## src/rtl/vdp_text.sv

```systemverilog
// Text-mode video pipeline: per 8-dot cell fetches code/glyph/attr from VRAM, then serialises
// pixels through a fixed RGB444 palette one cell later. Optional blinking cursor: CURSOR_EN.
module vdp_text #(
  parameter int ADDR_W = 16,
  parameter int COLS = 80,
  parameter int ROWS = 30,
  parameter int FONT_H = 8,
  parameter int LINE_SHIFT = 1,
  parameter logic [ADDR_W-1:0] TEXT_BASE = 'h6000,
  parameter logic [ADDR_W-1:0] ATTR_BASE = 'h7000,
  parameter logic [ADDR_W-1:0] FONT_BASE = 'h3000
`ifdef CURSOR_EN
  , parameter int BLINK_FRAMES = 32
`endif
) (
  input  logic              clk_i,
  input  logic              rst_ni,
  input  logic [9:0]        column_i,
  input  logic [9:0]        line_i,
  input  logic              in_visible_i,
  input  logic              in_hsync_i,
  input  logic              in_vsync_i,
  output logic [ADDR_W-1:0] vram_addr_o,
  output logic              vram_rd_o,
  input  logic [7:0]        vram_data_i,
  output logic [3:0]        r_o,
  output logic [3:0]        g_o,
  output logic [3:0]        b_o,
  output logic              hsync_o,
  output logic              vsync_o
`ifdef CURSOR_EN
  , input logic [6:0]       cursor_col_i,
  input  logic [4:0]        cursor_row_i
`endif
);

  localparam int FSH = $clog2(FONT_H);

  function automatic logic [11:0] palette(input logic [3:0] idx);
    palette = 12'h000;
    case (idx)
      4'h0: palette = 12'h000;  4'h1: palette = 12'h00A;
      4'h2: palette = 12'h0A0;  4'h3: palette = 12'h0AA;
      4'h4: palette = 12'hA00;  4'h5: palette = 12'hA0A;
      4'h6: palette = 12'hA50;  4'h7: palette = 12'hAAA;
      4'h8: palette = 12'h555;  4'h9: palette = 12'h55F;
      4'hA: palette = 12'h5F5;  4'hB: palette = 12'h5FF;
      4'hC: palette = 12'hF55;  4'hD: palette = 12'hF5F;
      4'hE: palette = 12'hFF5;  4'hF: palette = 12'hFFF;
      default: palette = 12'h000;
    endcase
  endfunction

  logic [2:0]        dot;
  logic [6:0]        cell_col;
  logic [9:0]        scan, cell_row;
  logic [3:0]        grow;
  logic [ADDR_W-1:0] cell_off;
  logic              in_range;

  assign dot      = column_i[2:0];
  assign cell_col = column_i[9:3];
  assign scan     = line_i >> LINE_SHIFT;
  assign cell_row = scan >> FSH;
  assign grow     = 4'(scan & 10'(FONT_H - 1));
  assign cell_off = ADDR_W'(32'(cell_row) * COLS + 32'(cell_col));
  assign in_range = (32'(cell_col) < COLS) && (32'(cell_row) < ROWS);

  logic [ADDR_W-1:0] vram_addr_q, vram_addr_d, f_off_q;
  logic              vram_rd_q, vram_rd_d;
  logic [3:0]        f_grow_q;
  logic              f_vis_q, f_hs_q, f_vs_q, f_range_q;
  logic [7:0]        f_glyph_q, f_attr_q, d_glyph_q, d_attr_q;
  logic              d_vis_q, d_hs_q, d_vs_q;
  logic [11:0]       rgb_q, rgb_d;
  logic              hs_q, vs_q;
  logic [3:0]        fg_idx, bg_idx;

  // The glyph request is built from the code byte on the bus, so no code register is needed.
  always_comb begin
    vram_addr_d = vram_addr_q;
    vram_rd_d   = 1'b0;
    case (dot)
      3'd0: begin vram_addr_d = TEXT_BASE + cell_off; vram_rd_d = 1'b1; end
      3'd2: begin
        vram_addr_d = FONT_BASE + ADDR_W'(32'(vram_data_i) * FONT_H + 32'(f_grow_q));
        vram_rd_d   = 1'b1;
      end
      3'd4: begin vram_addr_d = ATTR_BASE + f_off_q; vram_rd_d = 1'b1; end
      default: ;
    endcase
  end

`ifdef CURSOR_EN
  localparam int FW = $clog2(BLINK_FRAMES + 1);
  logic          f_curs_q, d_curs_q, vs_prev_q, blink_q;
  logic [FW-1:0] frame_q;

  always_ff @(posedge clk_i or negedge rst_ni) begin
    if (!rst_ni) begin
      f_curs_q <= 1'b0; d_curs_q <= 1'b0; vs_prev_q <= 1'b0; blink_q <= 1'b0; frame_q <= '0;
    end else begin
      if (dot == 3'd0) f_curs_q <= (cursor_col_i == cell_col) && ({5'b0, cursor_row_i} == cell_row);
      if (dot == 3'd7) d_curs_q <= f_curs_q;
      vs_prev_q <= vs_q;
      if (vs_q && !vs_prev_q) begin
        if (frame_q == FW'(BLINK_FRAMES - 1)) begin
          frame_q <= '0;
          blink_q <= ~blink_q;
        end else begin
          frame_q <= frame_q + 1'b1;
        end
      end
    end
  end
`endif

  always_comb begin
    fg_idx = d_attr_q[3:0];
    bg_idx = d_attr_q[7:4];
`ifdef CURSOR_EN
    if (d_curs_q && blink_q) begin
      fg_idx = d_attr_q[7:4];
      bg_idx = d_attr_q[3:0];
    end
`endif
    rgb_d = d_vis_q ? palette(d_glyph_q[dot] ? fg_idx : bg_idx) : 12'h000;
  end

  always_ff @(posedge clk_i or negedge rst_ni) begin
    if (!rst_ni) begin
      vram_addr_q <= '0; vram_rd_q <= 1'b0; f_off_q <= '0; f_grow_q <= '0;
      f_vis_q <= 1'b0; f_hs_q <= 1'b0; f_vs_q <= 1'b0; f_range_q <= 1'b0;
      f_glyph_q <= '0; f_attr_q <= '0; d_glyph_q <= '0; d_attr_q <= '0;
      d_vis_q <= 1'b0; d_hs_q <= 1'b0; d_vs_q <= 1'b0;
      rgb_q <= '0; hs_q <= 1'b0; vs_q <= 1'b0;
    end else begin
      vram_addr_q <= vram_addr_d;
      vram_rd_q   <= vram_rd_d;
      case (dot)
        3'd0: begin
          f_off_q <= cell_off; f_grow_q <= grow; f_range_q <= in_range;
          f_vis_q <= in_visible_i; f_hs_q <= in_hsync_i; f_vs_q <= in_vsync_i;
        end
        3'd4: f_glyph_q <= vram_data_i;
        3'd6: f_attr_q <= vram_data_i;
        3'd7: begin
          d_glyph_q <= f_glyph_q; d_attr_q <= f_attr_q; d_vis_q <= f_vis_q & f_range_q;
          d_hs_q <= f_hs_q; d_vs_q <= f_vs_q;
        end
        default: ;
      endcase
      rgb_q <= rgb_d;
      hs_q  <= d_hs_q;
      vs_q  <= d_vs_q;
    end
  end

  assign vram_addr_o = vram_addr_q;
  assign vram_rd_o   = vram_rd_q;
  assign r_o         = rgb_q[11:8];
  assign g_o         = rgb_q[7:4];
  assign b_o         = rgb_q[3:0];
  assign hsync_o     = hs_q;
  assign vsync_o     = vs_q;

endmodule

```

## config.mk

```make
export PLATFORM = sky130hd
export DESIGN_NAME = vdp_text
export DESIGN_NICKNAME = d
export VERILOG_FILES = /design/src/rtl/vdp_text.sv
export SDC_FILE = /design/constraint.sdc
export NUM_CORES = 1
export LEC_CHECK = 0
export BUFFER_PORTS_ARGS = -buffer_cell sky130_fd_sc_hd__buf_2
export CORE_MARGIN = 2
export CORE_UTILIZATION = 40
export DETAILED_ROUTE_END_ITERATION = 6
export SLEW_MARGIN = 10
export SYNTH_ARGS = -nofsm -noshare
export SYNTH_HDL_FRONTEND = slang
export SYNTH_SLANG_ARGS = --single-unit
```

## constraint.sdc

```tcl
create_clock -name clk_i -period 2.45 [get_ports clk_i]
set_clock_uncertainty 0.1 [all_clocks]
set_input_delay 0.1225 -clock clk_i [delete_from_list [all_inputs] [get_ports clk_i]]
set_output_delay 0.1225 -clock clk_i [all_outputs]
set_load 0.01 [all_outputs]
```

==> flow_metrics.env <==
export IMPL_status="finished clean"
export IMPL_cts_made_buffers=9
export IMPL_vias_per_cell=4.974
export IMPL_max_slew_worst_pin_slew_ps=667.3
export IMPL_required_ps=2570
export IMPL_startpoint_type="primary input"
export IMPL_fin_crit_ps=2258
export IMPL_drtIter0Drc=119
export IMPL_grt_start_max_net_pins=53
export IMPL_critPathMaxFanout=4
export IMPL_path_clk_slew_ps=80
export IMPL_slew_headroom=0.5551
export IMPL_dieArea_um2=10400
export IMPL_yosysTopAreaCell="dfrtp_1"
export IMPL_synthXorXnorAreaFrac=0.01825
export IMPL_synth_area_um2=3839
export IMPL_clock_sinks=80
export IMPL_wl_per_cell_um=14.31
export IMPL_design_area_um2=4676
export IMPL_end_kind="flip-flop"
export IMPL_die_x_um=102.0
export IMPL_synth_compound_area_share=0.1199
export IMPL_synth_nets=418
export IMPL_drive_gt1_frac=0.2667
export IMPL_vdd_drop_max_uv=388.1
export IMPL_fin_cells=579
export IMPL_synth_top_area_frac=0.5215
export IMPL_first_global_vias=2837
export IMPL_hold_viol_final=0
export IMPL_max_clock_freq_mhz=442.9
export IMPL_powerDensity_nw_per_um2=784.5
export IMPL_dpl_cell_count=544
export IMPL_setup_viol=0
export IMPL_clock_latency_ps=340
export IMPL_fin_setup_tns_ps=0
export IMPL_grt_usage=0.1706
export IMPL_start_util=0.4135
export IMPL_layout_nets=493
export IMPL_vias=2880
export IMPL_p_leak_nw=2.263
export IMPL_whs_ps=41.67
export IMPL_synth_cell_types=46
export IMPL_dp_slack_ps=112.2
export IMPL_cap_viol_max_count=0
export IMPL_place_area_um2=4235
export IMPL_synthCells=371
export IMPL_pin_count=64
export IMPL_wl_um=8286
export IMPL_fp_dieH_um=102.0
export IMPL_cts_buffer_depth=2
export IMPL_diodes=0
export IMPL_postCtsSetupBuffers=0
export IMPL_synthTopCellsByArea="dfrtp_1, mux2_2, nand2_1, ha_1, o21ai_0"
export IMPL_synth_ff_type="dfrtp_1"
export IMPL_seqCellArea_um2=2002
export IMPL_min_path_type="primary input to flip-flop"
export IMPL_grt_pass1_wl_um=13660
export IMPL_finalMaxSlewViolations=0
export IMPL_hpwl_um=5850
export IMPL_area_growth_synth_to_final_pct=21.81
export IMPL_synth_adder_area_share=0.04954
export IMPL_cts_tree="built"
export IMPL_dr_pass1_iters=4
export IMPL_syn_area_per_cell_um2=10.35
export IMPL_yosys_register_bits=80
export IMPL_worst_ep_arrival_time_ps=2380
export IMPL_h_tree_depth=3
export IMPL_multi_input_area_um2=1644
export IMPL_async_reset_ff_frac=1.000
export IMPL_rows=35
export IMPL_fin_ws_ps=192.0
export IMPL_rsz0062_at_grt="no"
export IMPL_synth_top_family_by_area="simple AND/OR/NAND/NOR gates"
export IMPL_yosysSeqAreaShare=0.5215
export IMPL_synth_edff_count=0
export IMPL_fillers=883
export IMPL_muxShareOfSynthArea=0.1134
export IMPL_ant_nets=0
export IMPL_portBuffers=62
export IMPL_gp_congestion=0.7626
export IMPL_period_share=0.9216
export IMPL_worst_setup_path_type="primary input to flip-flop"
export IMPL_core_um2=9284
export IMPL_drc_errors=0
export IMPL_yosysWarningCount=0
export IMPL_root_buffer="clkbuf_8"
export IMPL_grt_ovfl_total=0
export IMPL_synth_simple_area_share=0.1255
export IMPL_antenna_found_initial=0
## repair_timing
action,4_1_cts,5_1_grt
endpoints found under the hold margin,75,0
hold buffers,20,0
gates resized for setup,0,1
setup endpoints to repair,0,2
## layer usage
metal	track usage	wire length [µm]	vias to the layer above
met5	0	0	-
li1	-	-	1418
met3	0.03420	336	9
met2	0.2778	4047	65
met4	0.06564	104	0
met1	0.2262	3796	1388
## power breakdown
part | leakage (nW) | internal [W] | switching (W) | total [W]
Clock | 0.113 | 0.000674 | 0.000472 | 0.00115
Sequential | 0.988 | 0.00158 | 0.000159 | 0.00174
Combinational | 1.16 | 0.000390 | 0.000394 | 0.000784
Total | 2.26 | 0.00264 | 0.00102 | 0.00367
## logic make-up after synthesis
group,Yosys count
adders and majority gates,14
xor gates and xnor gates,8
AOI/OAI and AO/OA,77
muxes,36
and+or+nand+nor,116
DFF,80
buffers and inverters,40
## layout make-up
type,instances,share of cell area
Tap cell,129,0.03452
Clock inverter,5,0.02275
Timing Repair Buffer,89,0.1236
Sequential cell,80,0.4282
Multi-Input combinational cell,251,0.3516
Clock buffer,10,0.02729
Inverter,15,0.01204
## cells in the final DEF (no fill, tap or decap), drive strengths merged, types with 3 or more instances in the layout
master	instances
a21oi	13
buf	69
bufinv	3
clkbuf	10
dfrtp	80
dlygate4sd3	20
ha	12
inv	15
mux2	30
mux2i	4
nand2	86
nand3	3
nor2	12
nor2b	3
o21ai	29
o22ai	17
xnor2	6
## registers in the layout (all words and copies together) (netlist names)
signal	flops
d_vs_q	1
f_vis_q	1
d_vis_q	1
f_range_q	1
f_glyph_q	8
hsync_o	1
f_grow_q	3
d_hs_q	1
d_attr_q	8
vsync_o	1
f_off_q	14
vram_rd_o	1
f_hs_q	1
rgb_q	5
f_vs_q	1
vram_addr_o	16
f_attr_q	8
d_glyph_q	8
## worst max-delay path: stages
cell and delay [ps]:
dlygate4sd3_1 530, buf_2 150, ha_1 280, ha_1 350, xnor2_1 240, nand3b_1 140
nor4_2 300, xnor2_1 180, o21ai_1 80
## stage by stage
stage | utilization | power, W
CTS | 0.5030 | 0.003704
global route | 0.5036 | 0.003876
global placement | 0.4562 | 0.002497
finish | 0.5036 | 0.003668
floorplan | - | 0.002263
detailed placement | 0.4562 | 0.002529
## worst paths after layout
path / from / end / slack [ps] / cells after the start
max in group asynchronous: rst_ni / d_glyph_q[0] / 1390 / 3
setup / recovery: line_i[9] / vram_addr_o[11] / 190 / 9
min in group asynchronous: rst_ni / rgb_q[10] / 260 / 2
setup reg to reg: d_glyph_q[6] / rgb_q[7] / 760 / 5
hold reg to reg: d_hs_q / hsync_o / 280 / 0
hold / removal: vram_data_i[7] / f_glyph_q[7] / 40 / 3
## synthesized netlist by cell type (all sizes together), types with 4 or more instances
cell type	instances
o22ai	17
xnor2	6
mux2i	4
inv	15
dfrtp	80
buf	11
a21oi	13
mux2	30
nor2	12
nand2	86
ha	12
clkbuf	14
o21ai	29
No activity file was read; power rests on OpenSTA's default activity.
